==> src/rtl/sample_stream_ctrl_if.sv <==
// Bundle of the UART-in / DAC-out signals of sample_stream_ctrl.
// slave  : the controller's view (consumes in_*, drives out_*).
// master : the surrounding system's view (drives in_*, consumes out_*).
interface sample_stream_ctrl_if #(
    parameter int BPS        = 24,
    parameter int FIFO_DEPTH = 16
);
    localparam int LW = $clog2(FIFO_DEPTH) + 1;

    logic           in_enable;
    logic           in_uart_ready;
    logic [7:0]     in_uart_frame;
    logic           in_clear_flags;
    logic [BPS-1:0] out_sample;
    logic           out_valid;
    logic           out_playing;
    logic           out_overrun;
    logic           out_underrun;
    logic           out_resync;
    logic [LW-1:0]  out_fill_level;

    modport master (
        output in_enable, in_uart_ready, in_uart_frame, in_clear_flags,
        input  out_sample, out_valid, out_playing, out_overrun,
               out_underrun, out_resync, out_fill_level
    );

    modport slave (
        input  in_enable, in_uart_ready, in_uart_frame, in_clear_flags,
        output out_sample, out_valid, out_playing, out_overrun,
               out_underrun, out_resync, out_fill_level
    );
endinterface

==> src/rtl/sample_stream_ctrl.sv <==
// Purpose: UART bytes -> BPS-bit samples -> FIFO -> one sample per rate tick.
// Latency: sample enters the FIFO 1 cycle after its last byte; output registered 1 cycle after tick.
// Backpressure: none upstream; a completed sample arriving at a full FIFO is dropped and flagged.
// Ports: in_clk / in_rst_n plus the sample_stream_ctrl_if.slave bundle (UART byte strobe in,
//        enable, flag clear; sample/valid strobe out, playing, sticky overrun/underrun,
//        resync pulse, FIFO fill level).

// Generic single-clock FIFO with combinational head; push into a full FIFO is
// accepted only when a pop happens in the same cycle. Flush empties it.
module sample_stream_fifo #(
    parameter int W     = 24,
    parameter int DEPTH = 16
) (
    input  logic                   i_clk,
    input  logic                   i_rst_n,
    input  logic                   i_flush,
    input  logic                   i_push_vld,
    input  logic [W-1:0]           i_push_dat,
    input  logic                   i_pop,
    output logic [W-1:0]           o_head_dat,
    output logic                   o_full,
    output logic                   o_empty,
    output logic [$clog2(DEPTH):0] o_count
);
    localparam int AW = $clog2(DEPTH);

    logic [W-1:0]  r_mem [DEPTH];
    logic [AW-1:0] r_wr_ptr;
    logic [AW-1:0] r_rd_ptr;
    logic [AW:0]   r_count;
    logic          w_do_pop;
    logic          w_do_push;

    assign o_full     = (r_count == (AW+1)'(DEPTH));
    assign o_empty    = (r_count == '0);
    assign o_count    = r_count;
    assign o_head_dat = r_mem[r_rd_ptr];
    assign w_do_pop   = i_pop && !o_empty;
    assign w_do_push  = i_push_vld && (!o_full || w_do_pop);

    always_ff @(posedge i_clk or negedge i_rst_n) begin
        if (!i_rst_n) begin
            r_wr_ptr <= '0;
            r_rd_ptr <= '0;
            r_count  <= '0;
        end else if (i_flush) begin
            r_wr_ptr <= '0;
            r_rd_ptr <= '0;
            r_count  <= '0;
        end else begin
            if (w_do_push) r_wr_ptr <= r_wr_ptr + 1'b1;
            if (w_do_pop)  r_rd_ptr <= r_rd_ptr + 1'b1;
            case ({w_do_push, w_do_pop})
                2'b10:   r_count <= r_count + 1'b1;
                2'b01:   r_count <= r_count - 1'b1;
                default: r_count <= r_count;
            endcase
        end
    end

    // Storage needs no reset: occupancy is tracked by the pointers/count.
    always_ff @(posedge i_clk) begin
        if (w_do_push && !i_flush) r_mem[r_wr_ptr] <= i_push_dat;
    end
endmodule

module sample_stream_ctrl #(
    parameter int BPS         = 24,
    parameter int FIFO_DEPTH  = 16,
    parameter int SAMPLE_DIV  = 2083,
    parameter int GAP_TIMEOUT = 100000
) (
    input  logic                in_clk,
    input  logic                in_rst_n,
    sample_stream_ctrl_if.slave bus
);
    localparam int BYTES = BPS / 8;
    localparam int LW    = $clog2(FIFO_DEPTH) + 1;
    localparam int BCW   = $clog2(BYTES + 1);
    localparam int DIVW  = $clog2(SAMPLE_DIV + 1);
    localparam int GAPW  = $clog2(GAP_TIMEOUT + 1);

    localparam logic [1:0] S_IDLE = 2'd0;
    localparam logic [1:0] S_FILL = 2'd1;
    localparam logic [1:0] S_PLAY = 2'd2;

    logic [1:0]      r_state;
    logic [BCW-1:0]  r_byte_cnt;
    logic [BPS-1:0]  r_asm;
    logic            r_push_vld;
    logic [GAPW-1:0] r_gap_cnt;
    logic            r_resync;
    logic [DIVW-1:0] r_div;
    logic [BPS-1:0]  r_sample;
    logic            r_valid;
    logic            r_overrun;
    logic            r_underrun;

    logic            w_last_byte;
    logic            w_gap_to;
    logic            w_tick;
    logic            w_pop;
    logic            w_full;
    logic            w_empty;
    logic [BPS-1:0]  w_head;
    logic [LW-1:0]   w_count;
    logic            w_over_set;
    logic            w_under_set;

    assign w_last_byte = bus.in_uart_ready && (r_byte_cnt == BCW'(BYTES - 1));
    // A byte in the timeout cycle wins: the timeout only fires on an idle cycle.
    assign w_gap_to    = !bus.in_uart_ready && (r_byte_cnt != '0) &&
                         (r_gap_cnt == GAPW'(GAP_TIMEOUT - 1));
    assign w_tick      = bus.in_enable && (r_div == DIVW'(SAMPLE_DIV - 1));
    assign w_pop       = (r_state == S_PLAY) && w_tick && !w_empty;
    // A pop in the same cycle makes room, so that push is not an overrun.
    assign w_over_set  = bus.in_enable && r_push_vld && w_full && !w_pop;
    assign w_under_set = (r_state == S_PLAY) && w_tick && w_empty;

    // Byte assembly and gap recovery. The sample is pushed straight from r_asm
    // the cycle after its last byte; a new byte landing in that same cycle
    // overwrites r_asm only after the FIFO has captured the old value.
    always_ff @(posedge in_clk or negedge in_rst_n) begin
        if (!in_rst_n) begin
            r_byte_cnt <= '0;
            r_asm      <= '0;
            r_push_vld <= 1'b0;
            r_gap_cnt  <= '0;
            r_resync   <= 1'b0;
        end else if (!bus.in_enable) begin
            r_byte_cnt <= '0;
            r_push_vld <= 1'b0;
            r_gap_cnt  <= '0;
            r_resync   <= 1'b0;
        end else begin
            r_push_vld <= w_last_byte;
            r_resync   <= w_gap_to;
            if (bus.in_uart_ready) begin
                r_gap_cnt                      <= '0;
                r_asm[{r_byte_cnt, 3'b000} +: 8] <= bus.in_uart_frame;
                r_byte_cnt                     <= w_last_byte ? '0 : r_byte_cnt + 1'b1;
            end else if (r_byte_cnt != '0) begin
                if (w_gap_to) begin
                    r_byte_cnt <= '0;
                    r_gap_cnt  <= '0;
                end else begin
                    r_gap_cnt  <= r_gap_cnt + 1'b1;
                end
            end
        end
    end

    // Sample-rate divider, held at 0 while disabled so cadence restarts on enable.
    always_ff @(posedge in_clk or negedge in_rst_n) begin
        if (!in_rst_n)                r_div <= '0;
        else if (!bus.in_enable || w_tick) r_div <= '0;
        else                          r_div <= r_div + 1'b1;
    end

    sample_stream_fifo #(
        .W     (BPS),
        .DEPTH (FIFO_DEPTH)
    ) u_fifo (
        .i_clk      (in_clk),
        .i_rst_n    (in_rst_n),
        .i_flush    (!bus.in_enable),
        .i_push_vld (r_push_vld),
        .i_push_dat (r_asm),
        .i_pop      (w_pop),
        .o_head_dat (w_head),
        .o_full     (w_full),
        .o_empty    (w_empty),
        .o_count    (w_count)
    );

    // Playback FSM. FILL still emits silence on every tick so the DAC keeps its cadence.
    always_ff @(posedge in_clk or negedge in_rst_n) begin
        if (!in_rst_n) begin
            r_state    <= S_IDLE;
            r_sample   <= '0;
            r_valid    <= 1'b0;
            r_overrun  <= 1'b0;
            r_underrun <= 1'b0;
        end else begin
            r_valid <= 1'b0;
            if (!bus.in_enable) begin
                r_state <= S_IDLE;
            end else begin
                case (r_state)
                    S_IDLE: r_state <= S_FILL;
                    S_FILL: begin
                        if (w_tick) begin
                            r_valid  <= 1'b1;
                            r_sample <= '0;
                        end
                        if (w_count >= LW'(FIFO_DEPTH / 2)) r_state <= S_PLAY;
                    end
                    S_PLAY: begin
                        if (w_tick) begin
                            r_valid <= 1'b1;
                            if (!w_empty) begin
                                r_sample <= w_head;
                            end else begin
                                r_sample <= '0;
                                r_state  <= S_FILL;
                            end
                        end
                    end
                    default: r_state <= S_IDLE;
                endcase
            end
            // Set has priority over a same-cycle clear.
            if (w_over_set)               r_overrun  <= 1'b1;
            else if (bus.in_clear_flags)  r_overrun  <= 1'b0;
            if (w_under_set)              r_underrun <= 1'b1;
            else if (bus.in_clear_flags)  r_underrun <= 1'b0;
        end
    end

    assign bus.out_sample     = r_sample;
    assign bus.out_valid      = r_valid;
    assign bus.out_playing    = (r_state == S_PLAY);
    assign bus.out_overrun    = r_overrun;
    assign bus.out_underrun   = r_underrun;
    assign bus.out_resync     = r_resync;
    assign bus.out_fill_level = w_count;
endmodule

==> src/flat_wrapper.sv <==
// flat-port wrapper written by rule: the top's interface ports become plain ports
module sample_stream_ctrl_flat 
#(
    parameter int BPS         = 24,
    parameter int FIFO_DEPTH  = 16,
    parameter int SAMPLE_DIV  = 2083,
    parameter int GAP_TIMEOUT = 100000
)
  (in_clk, in_rst_n, bus_in_enable, bus_in_uart_ready, bus_in_uart_frame, bus_in_clear_flags, bus_out_sample, bus_out_valid, bus_out_playing, bus_out_overrun, bus_out_underrun, bus_out_resync, bus_out_fill_level);
  sample_stream_ctrl_if #(.BPS(BPS), .FIFO_DEPTH(FIFO_DEPTH)) bus_i ();
  input  logic in_clk;
  input  logic in_rst_n;
  input wire logic [$bits(bus_i.in_enable)-1:0] bus_in_enable;
  input wire logic [$bits(bus_i.in_uart_ready)-1:0] bus_in_uart_ready;
  input wire logic [$bits(bus_i.in_uart_frame)-1:0] bus_in_uart_frame;
  input wire logic [$bits(bus_i.in_clear_flags)-1:0] bus_in_clear_flags;
  output wire logic [$bits(bus_i.out_sample)-1:0] bus_out_sample;
  output wire logic [$bits(bus_i.out_valid)-1:0] bus_out_valid;
  output wire logic [$bits(bus_i.out_playing)-1:0] bus_out_playing;
  output wire logic [$bits(bus_i.out_overrun)-1:0] bus_out_overrun;
  output wire logic [$bits(bus_i.out_underrun)-1:0] bus_out_underrun;
  output wire logic [$bits(bus_i.out_resync)-1:0] bus_out_resync;
  output wire logic [$bits(bus_i.out_fill_level)-1:0] bus_out_fill_level;
  assign bus_i.in_enable = bus_in_enable;
  assign bus_i.in_uart_ready = bus_in_uart_ready;
  assign bus_i.in_uart_frame = bus_in_uart_frame;
  assign bus_i.in_clear_flags = bus_in_clear_flags;
  assign bus_out_sample = bus_i.out_sample;
  assign bus_out_valid = bus_i.out_valid;
  assign bus_out_playing = bus_i.out_playing;
  assign bus_out_overrun = bus_i.out_overrun;
  assign bus_out_underrun = bus_i.out_underrun;
  assign bus_out_resync = bus_i.out_resync;
  assign bus_out_fill_level = bus_i.out_fill_level;
  sample_stream_ctrl #(.BPS(BPS), .FIFO_DEPTH(FIFO_DEPTH), .SAMPLE_DIV(SAMPLE_DIV), .GAP_TIMEOUT(GAP_TIMEOUT)) u_core (.in_clk(in_clk), .in_rst_n(in_rst_n), .bus(bus_i));
endmodule
==> config.mk <==
export PLATFORM = sky130hd
export DESIGN_NAME = sample_stream_ctrl_flat
export DESIGN_NICKNAME = d
export VERILOG_FILES = /design/src/rtl/sample_stream_ctrl_if.sv /design/src/rtl/sample_stream_ctrl.sv /design/src/flat_wrapper.sv
export SDC_FILE = /design/constraint.sdc
export NUM_CORES = 1
export LEC_CHECK = 0
export CAP_MARGIN = 10
export CELL_PAD_IN_SITES_DETAIL_PLACEMENT = 1
export CELL_PAD_IN_SITES_GLOBAL_PLACEMENT = 1
export CORE_MARGIN = 2
export CORE_UTILIZATION = 54
export DETAILED_ROUTE_END_ITERATION = 12
export PLACE_DENSITY_LB_ADDON = 0.1
export SETUP_SLACK_MARGIN = 0.1
export SLEW_MARGIN = 0
export SYNTH_ARGS = -nofsm -noshare
export SYNTH_HDL_FRONTEND = slang
export SYNTH_SLANG_ARGS = --single-unit
==> constraint.sdc <==
create_clock -name in_clk -period 4.8 [get_ports in_clk]
set_clock_uncertainty 0.05 [all_clocks]
set_input_delay 0.48 -clock in_clk [delete_from_list [all_inputs] [get_ports in_clk]]
set_output_delay 0.48 -clock in_clk [all_outputs]
set_load 0.005 [all_outputs]
==> results of run 1 <==
[registers in the layout, summed over array words and instances (netlist names), 2 cells and up]
| name | count |
|---|---|
| u_core.u_fifo.r_mem | 384 |
| u_core.u_fifo.r_wr_ptr | 4 |
| u_core.r_state | 2 |
| u_core.r_div | 12 |
| u_core.bus.out_sample | 24 |
| u_core.r_byte_cnt | 2 |
| u_core.r_asm | 24 |
| u_core.u_fifo.o_count | 5 |
| u_core.u_fifo.r_rd_ptr | 4 |
| u_core.r_gap_cnt | 17 |
[power by group through the flow]
stage               clock, mW  sequential, mW  combinational, mW
finish                   3.78            4.73              0.265
global route             4.00            4.75              0.295
CTS                      3.84            4.73              0.269
detailed placement          0            4.82              0.266
global placement            0            4.81              0.260
floorplan                   0            4.76              0.148
[cell type report]
cell class                      instances  area share
Clock buffer                           69      0.0609
Timing Repair Buffer                   78      0.0323
Inverter                               15     0.00256
Tap cell                              461      0.0262
Multi-Input combinational cell        504       0.231
Sequential cell                       483       0.636
Clock inverter                         19      0.0107
[metal layers]
metal	GRT usage	share of wire	up-vias	wire length, µm
met5	0	0	-	0
met4	0.0741	0.023	0	1030
met3	0.0513	0.065	69	2860
met2	0.396	0.49	311	21500
met1	0.337	0.42	5368	18700
li1	-	-	4458	-
[final timing paths]
check | slack, ns | endpoint | start | cells past startpoint
worst min register to register | 0.43 | u_core.bus.out_sample[22] | u_core.bus.out_sample[22] | 1
worst max-delay path | 1.35 | u_core.u_fifo.r_mem[2][13] | u_core.r_div[0] | 7
worst min-delay path | 0.02 | u_core.r_div[2] | in_rst_n | 1
min in group in_clk | 0.43 | u_core.bus.out_sample[22] | u_core.bus.out_sample[22] | 1
worst max register to register | 1.35 | u_core.u_fifo.r_mem[2][13] | u_core.r_div[0] | 7
max in group asynchronous | 3.64 | u_core.r_asm[19] | in_rst_n | 2
[Yosys cell counts, types with 3 or more instances]
master    instances  share of area
nor2_1           43         0.0083
mux4_2           67          0.078
nand2_1          23         0.0044
o22a_1            3         0.0014
a21o_1           17         0.0066
nand2b_1          3        0.00097
and2_1            3        0.00097
and4b_1           8         0.0041
mux4_1           11          0.015
nor3_1            9         0.0023
or3_1             3        0.00097
o31ai_1           3         0.0012
ha_1             18          0.012
xnor2_1          14         0.0063
nor4_1            6         0.0019
buf_2            14         0.0036
mux2i_1          59          0.030
buf_6             8         0.0046
dfrtp_1          99           0.13
and4bb_2          4         0.0026
o21ai_0          21         0.0054
a211oi_1         16         0.0062
edfxtp_1        384           0.59
clkbuf_1         21         0.0041
buf_4             5         0.0019
buf_8             3         0.0023
nand4_1           3        0.00097
xor2_1           12         0.0054
o21ai_2           3         0.0014
and4_1            8         0.0036
nor3b_1           4         0.0015
a21oi_1           7         0.0018
inv_1            15         0.0029
and3_1           11         0.0035
a221oi_1         28          0.013
a22o_1           35          0.016
a22oi_1          15         0.0058
nand3_1          18         0.0046
[worst max-delay path: stages (launching register included)]
cell,delay [ns]
dfrtp_1,0.42
inv_1,0.08
ha_1,0.15
nor3b_1,0.37
and4_1,0.34
o21ai_2,0.12
nor2_1,0.60
and4bb_2,0.93
[cells by family (layout without fill, tap and decap cells)]
group	after synthesis	in the layout	share of synthesized area
mux	137	137	0.123
simple gates	160	160	0.0480
fa+ha+maj	18	18	0.0116
buf+inv	69	181	0.0201
flops	483	483	0.720
xor+xnor	26	26	0.0117
compound gates	163	163	0.0653
[stage by stage]
step | power (mW) | hold slack (ns) | worst slack (ns)
6_report | 8.78 | 0.0241 | 1.35
5_1_grt | 9.04 | 0.112 | 0.986
2_1_floorplan | 4.91 | 0.134 | 0.419
4_1_cts | 8.85 | 0.0474 | 1.33
3_5_place_dp | 5.09 | 0.415 | 1.09
3_3_place_gp | 5.07 | 0.410 | 1.22
==> results.ini, run 1 <==
[finish]
drive_above_1_share = 0.165
area.sequential_um2 = 14000
diodes = 0
final_common_cell = edfxtp_1
nNetsFinal = 1161
multi_input_area_um2 = 5080
final_cell_mix = edfxtp_1 (384), dfrtp_1 (97), mux4_2 (67)
final_core_util = 0.621
fin_area_um2 = 22000
area_growth_pct = 13.2
n_fill_cell = 3047
final_cells = 1629

[route]
drtPass1Iterations = 5
post_drt_wl_per_cell_um = 27.1
postRouteWirelength_mm = 44.1
vias = 10200
drc = 0
drt_iter0_markers = 754
final_antenna_net_count = 0
viasPerCell = 6.27

[clocking]
cts-buffers-inserted = 48
cts_sinks = 483
root_buffer = clkbuf_16
post_cts_buffers = 0
cts_tree = yes
post_cts_resize_count = 0
clock_latency_ns = 0.58
cts_hold_buffers = 0
cts.clk_slew.worst_paths_ns = 0.06
clockBufferDepth = 3
htree_levels = 2

[placement]
placement.io_buffers = 46
gp_congestion = 0.791
hpwlAfterDp_mm = 27.2
placed_area_um2 = 20400
dp.cells = 1541

[pwr]
p_int_mw = 6.92
power_frac_clock = 0.430
switching_share = 0.212
p_leak_nw = 7.82
p_sw_mw = 1.86
comb_power_share = 0.030
seqPwrFrac = 0.539
vdd_drop_max_mv = 0.278
power.density_nw_per_um2 = 399

[synth]
synth_edf_count = 384
postSynthCellCount = 1056
syn_nets = 1087
synth_seq_area_share = 0.720
synthArstFlopShare = 0.205
ys_ff_latch = 483
ys_types = 64
synth_area_per_cell_um2 = 18.4
yosys_warnings = 0
ys.flop_type = edfxtp_1
synth_area_um2 = 19400

[timing]
maxSlewViolCount = 0
setup_viol = 0
rsz0062_at_grt = no
finalCritPeriodShare = 0.719
timing.fmax_mhz = 290
slew_headroom = 0.330
final.min_clock_period_ns = 3.45
final-hold-violation-count = 0
worst_pin_slew_ns = 1.00
fin_setup_tns_ns = 0

[floorplanning]
core_um2 = 35500
rows = 69
die_area_um2 = 37500
die_h_um = 194
start_util = 0.548
ioPinCount = 47
die_w_um = 194

[job]
max_cap_viol_count = 0

[worst_setup_path]
path_class = reg -> reg
start_kind = flip-flop
critPathRequiredTime_ns = 4.94
arrival_ns = 3.59
cp-end-kind = flip-flop
cp_max_fo = 24

[global_routing]
antenna_found_initial = 0
grt_pass1_wl_mm = 68.7
grt_pass1_vias = 11200
grt_start_max_net_pins = 67
track_usage = 0.244
grt_overflow = 0

[worst_hold_path]
holdCritPathClass = in -> async

[outcome]
status = complete, no violations

(Power assumes the default switching activity.)
==> run 2: changes to the inputs <==
clock period = 3.45 ns   (was 4.8 ns; I/O delays follow)
==> results.ini, run 2 (synthesis results as in run 1) <==
[outcome]
status = complete, no violations

[global_routing]
track_usage = 0.258
grt_start_max_net_pins = 65
use_met1 = 0.355
met2_usage = 0.434
busiest_layer = met2
grt_pass1_vias = 11300
grt_pass1_wl_mm = 72.1
grt_overflow = 0
met3_usage = 0.0449
antenna_found_initial = 0

[timing]
slew_headroom = 0.333
maxSlewViolCount = 0
worst_pin_slew_ns = 0.996
setup_viol = 0
timing.fmax_mhz = 347
rsz0062_at_grt = no
final.min_clock_period_ns = 2.88
fin_setup_tns_ns = 0
final-hold-violation-count = 0
setup_ws_ns = 0.570
finalCritPeriodShare = 0.835
hold_ws_ns = 0.343

[worst_setup_path]
path_class = reg -> reg
r2r_slack_ns = 0.57
cp-end-kind = flip-flop
rr_worst_depth = 9
startpoint = u_core.r_div[0]
critPathRequiredTime_ns = 3.67
arrival_ns = 3.10
cp_max_fo = 20
r2r-start = u_core.r_div[0]
start_kind = flip-flop
setup.worst_path.end = u_core.u_fifo.r_mem[0][3]
regToRegEndpoint = u_core.u_fifo.r_mem[0][3]

[route]
drtPass1Iterations = 4
drc = 0
post_drt_wl_per_cell_um = 28.5
drt_iter0_markers = 706
vias = 10400
postRouteWirelength_mm = 46.8
final_antenna_net_count = 0
viasPerCell = 6.33

[floorplanning]
die_area_um2 = 37500
ioPinCount = 47
core_um2 = 35500
rows = 69
start_util = 0.548
die_w_um = 194
die_h_um = 194

[finish]
drive_above_1_share = 0.179
largest_reg_flops = 384
final_common_cell = edfxtp_1
diodes = 0
n_fill_cell = 3043
area_growth_pct = 15.3
final_cell_mix = edfxtp_1 (384), dfrtp_1 (97), mux4_2 (67)
nNetsFinal = 1172
largest-register = u_core.u_fifo.r_mem
final_cells = 1643

[clocking]
post_cts_resize_count = 0
cts.clk_slew.worst_paths_ns = 0.06
clockBufferDepth = 3
htree_levels = 2
root_buffer = clkbuf_16
cts-buffers-inserted = 50
cts_sinks = 483
post_cts_buffers = 0
cts_hold_buffers = 1
clock_latency_ns = 0.57
cts_tree = yes

[placement]
dp.cells = 1549
placement.io_buffers = 46
gp_congestion = 0.788
hpwlAfterDp_mm = 28.2
dp_slack_ns = 0.431

[worst_hold_path]
holdCritPathClass = in -> reg

[pwr]
vdd_drop_max_mv = 0.377
power.density_nw_per_um2 = 559
p_leak_nw = 7.96

[job]
max_cap_viol_count = 0

-- run 2: worst min path at each step --
stage	slack, ns	from	end	depth (start not counted)
floorplan	-0.0006	in_rst_n	u_core.bus.out_overrun	0
global placement	0.41	u_core.bus.out_sample[3]	u_core.bus.out_sample[3]	1
detailed placement	0.42	u_core.bus.out_sample[2]	u_core.bus.out_sample[2]	1
CTS	0.33	bus_in_clear_flags	u_core.bus.out_overrun	2
global route	0.36	bus_in_clear_flags	u_core.bus.out_underrun	3
finish	0.34	bus_in_clear_flags	u_core.bus.out_overrun	2
-- run 2: area by class of cell --
cell class	instances	area (µm²)	share of cell area
clock buffer	71	1430	0.0639
clock inverter	22	274	0.0122
inverter	15	56.3	0.00251
multi-input combinational	504	5090	0.227
sequential	483	14000	0.625
tap	461	577	0.0257
timing repair buffer	87	968	0.0432
-- run 2: metrics by stage --
stage / util / total power, mW / instance area [µm²]
6_report: 0.632 / 12.5 / 22400
5_1_grt: 0.632 / 12.9 / 22400
3_3_place_gp: 0.583 / 7.08 / 20700
3_5_place_dp: 0.583 / 7.10 / 20700
2_1_floorplan: - / 6.83 / 19500
4_1_cts: 0.632 / 12.6 / 22400
-- run 2: worst max-delay path, cell delays in order, from the launching register on --
cell	delay (ns)
dfrtp_1	0.42
inv_1	0.07
ha_1	0.13
nor3b_1	0.41
and4_1	0.35
o21ai_2	0.11
nor2_1	0.11
buf_4	0.21
nor4bb_4	0.44
buf_12	0.26
-- run 2: routing by layer --
metal	vias to the layer above	share of wire
met5	-	0
met4	0	0.019
met3	58	0.058
met2	334	0.50
met1	5521	0.42
li1	4479	-
-- run 2: where the power goes --
group          internal, mW  switching [mW]
Clock                  3.34            2.21
Sequential             6.41           0.187
Combinational         0.137           0.246
Total                  9.89            2.65
==> run 3: changes to the inputs <==
clock period = 2.7 ns   (was 3.45 ns; I/O delays follow)
==> results.ini, run 3 (synthesis results as in run 1) <==
[finish]
nNetsFinal = 1211
drive_above_1_share = 0.207
largest-register = u_core.u_fifo.r_mem
final_common_cell = edfxtp_1
n_fill_cell = 2991
final_cell_mix = edfxtp_1 (384), dfrtp_1 (97), mux4_2 (67)
area_growth_pct = 17.8
final_cells = 1683
diodes = 0
largest_reg_flops = 384

[clocking]
cts_tree = yes
clock_latency_ns = 0.59
cts-buffers-inserted = 50
cts_sinks = 483
root_buffer = clkbuf_16
cts.clk_slew.worst_paths_ns = 0.06
clockBufferDepth = 3
htree_levels = 2

[route]
post_drt_wl_per_cell_um = 29.0
vias = 10600
drc = 0
final_antenna_net_count = 0
postRouteWirelength_mm = 48.8
topRoutingLayerUsed = met4
dr_wl_met3_mm = 2.57
drtPass1Iterations = 5
met2WireLength_mm = 25.4
drt_iter0_markers = 743
drt-met1-wl_mm = 19.4
viasPerCell = 6.28

[floorplanning]
start_util = 0.548
ioPinCount = 47
die_w_um = 194
die_area_um2 = 37500
core_um2 = 35500
rows = 69
die_h_um = 194

[worst_setup_path]
r2r-start = u_core.u_fifo.o_count[3]
path_class = reg -> reg
start_kind = flip-flop
critPathRequiredTime_ns = 3.15
arrival_ns = 2.99
r2r_slack_ns = 0.16
regToRegEndpoint = u_core.u_fifo.o_count[2]
cp-end-kind = flip-flop
rr_worst_depth = 8
cp_max_fo = 4

[placement]
hpwlAfterDp_mm = 31.0
placement.io_buffers = 46
dp.cells = 1583
gp_congestion = 0.812

[global_routing]
track_usage = 0.269
grt_pass1_wl_mm = 74.2
grt_pass1_vias = 11700
grt_overflow = 0
antenna_found_initial = 0
grt_start_max_net_pins = 61

[timing]
timing.fmax_mhz = 394
finalCritPeriodShare = 0.941
final.min_clock_period_ns = 2.54
maxSlewViolCount = 0
setup_viol = 0
slew_headroom = 0.452
worst_pin_slew_ns = 0.822
rsz0062_at_grt = yes
final-hold-violation-count = 0

[pwr]
power.density_nw_per_um2 = 714
power_mw = 16.3
p_leak_nw = 8.21
vdd_drop_max_mv = 0.545

[worst_hold_path]
holdCritPathClass = in -> async

[job]
max_cap_viol_count = 0

[outcome]
status = complete, no violations

-- run 3: changes by cell type in the layout (fill, tap and decap cells not counted), sizes merged --
cell,before,now
nor2,44,45
buf,41,79
inv,16,15
bufinv,6,9
clkbuf,71,72
clkinv,11,12
clkinvlp,4,1
-- run 3: worst max path at each step --
stage	slack, ns	end	depth (start not counted)	from
2_1_floorplan	0.08	u_core.u_fifo.r_mem[0][0]	7	u_core.r_div[0]
3_3_place_gp	0.12	u_core.u_fifo.o_count[2]	9	bus_in_enable
3_5_place_dp	0.05	u_core.u_fifo.o_count[2]	9	bus_in_enable
4_1_cts	0.11	u_core.u_fifo.o_count[2]	8	u_core.u_fifo.o_count[1]
5_1_grt	-0.009	u_core.u_fifo.o_count[4]	12	u_core.r_div[0]
6_report	0.16	u_core.u_fifo.o_count[2]	8	u_core.u_fifo.o_count[3]
-- run 3: report_power, final --
part	leakage, nW	switching [mW]	internal, mW
Combinational	2.18	0.333	0.196
Clock	0.860	2.83	4.56
Sequential	5.17	0.235	8.20
-- run 3: final cells by class --
type / instances / area (µm²) / area share
clock buffers: 72 / 1440 / 0.0628
clock inverters: 22 / 334 / 0.0146
repair buffers: 125 / 1330 / 0.0580
inverters: 15 / 56.3 / 0.00246
flip-flops and latches: 483 / 14000 / 0.612
well taps: 461 / 577 / 0.0252
multi-input cells: 505 / 5150 / 0.225
-- run 3: repair_timing --
action | 4_1_cts | 5_1_grt
buffers inserted | 0 | 4
setup endpoints to repair | 0 | 55
resized for setup | 0 | 5
hold buffers | 1 | 0
endpoints found under the hold margin | 99 | 0
-- run 3: per-stage QoR --
step,cell area (µm²),setup TNS [ns],hold slack [ns],setup WS (ns),util
floorplan,19500,0,-0.0756,0.0802,-
finish,22900,0,0.103,0.160,0.645
global placement,21100,0,0.154,0.119,0.594
global route,22900,-0.00860,0.113,-0.00860,0.645
detailed placement,21100,0,0.154,0.0472,0.594
CTS,22800,0,0.0824,0.106,0.644
-- run 3: worst max-delay path, stage by stage, from the launching register on --
cell and delay (ns):
dfrtp_1 0.37, or4_4 0.56, o21ai_4 0.19, nor2_2 0.06, xor2_1 0.15, ha_2 0.22
or4_1 0.52, a22oi_2 0.15, mux2i_1 0.19
-- run 3: routing by layer --
| layer | up-vias | track usage |
|---|---|---|
| li1 | 4565 | - |
| met1 | 5588 | 0.351 |
| met2 | 343 | 0.462 |
| met3 | 78 | 0.0426 |
| met4 | 0 | 0.0950 |
| met5 | - | 0 |
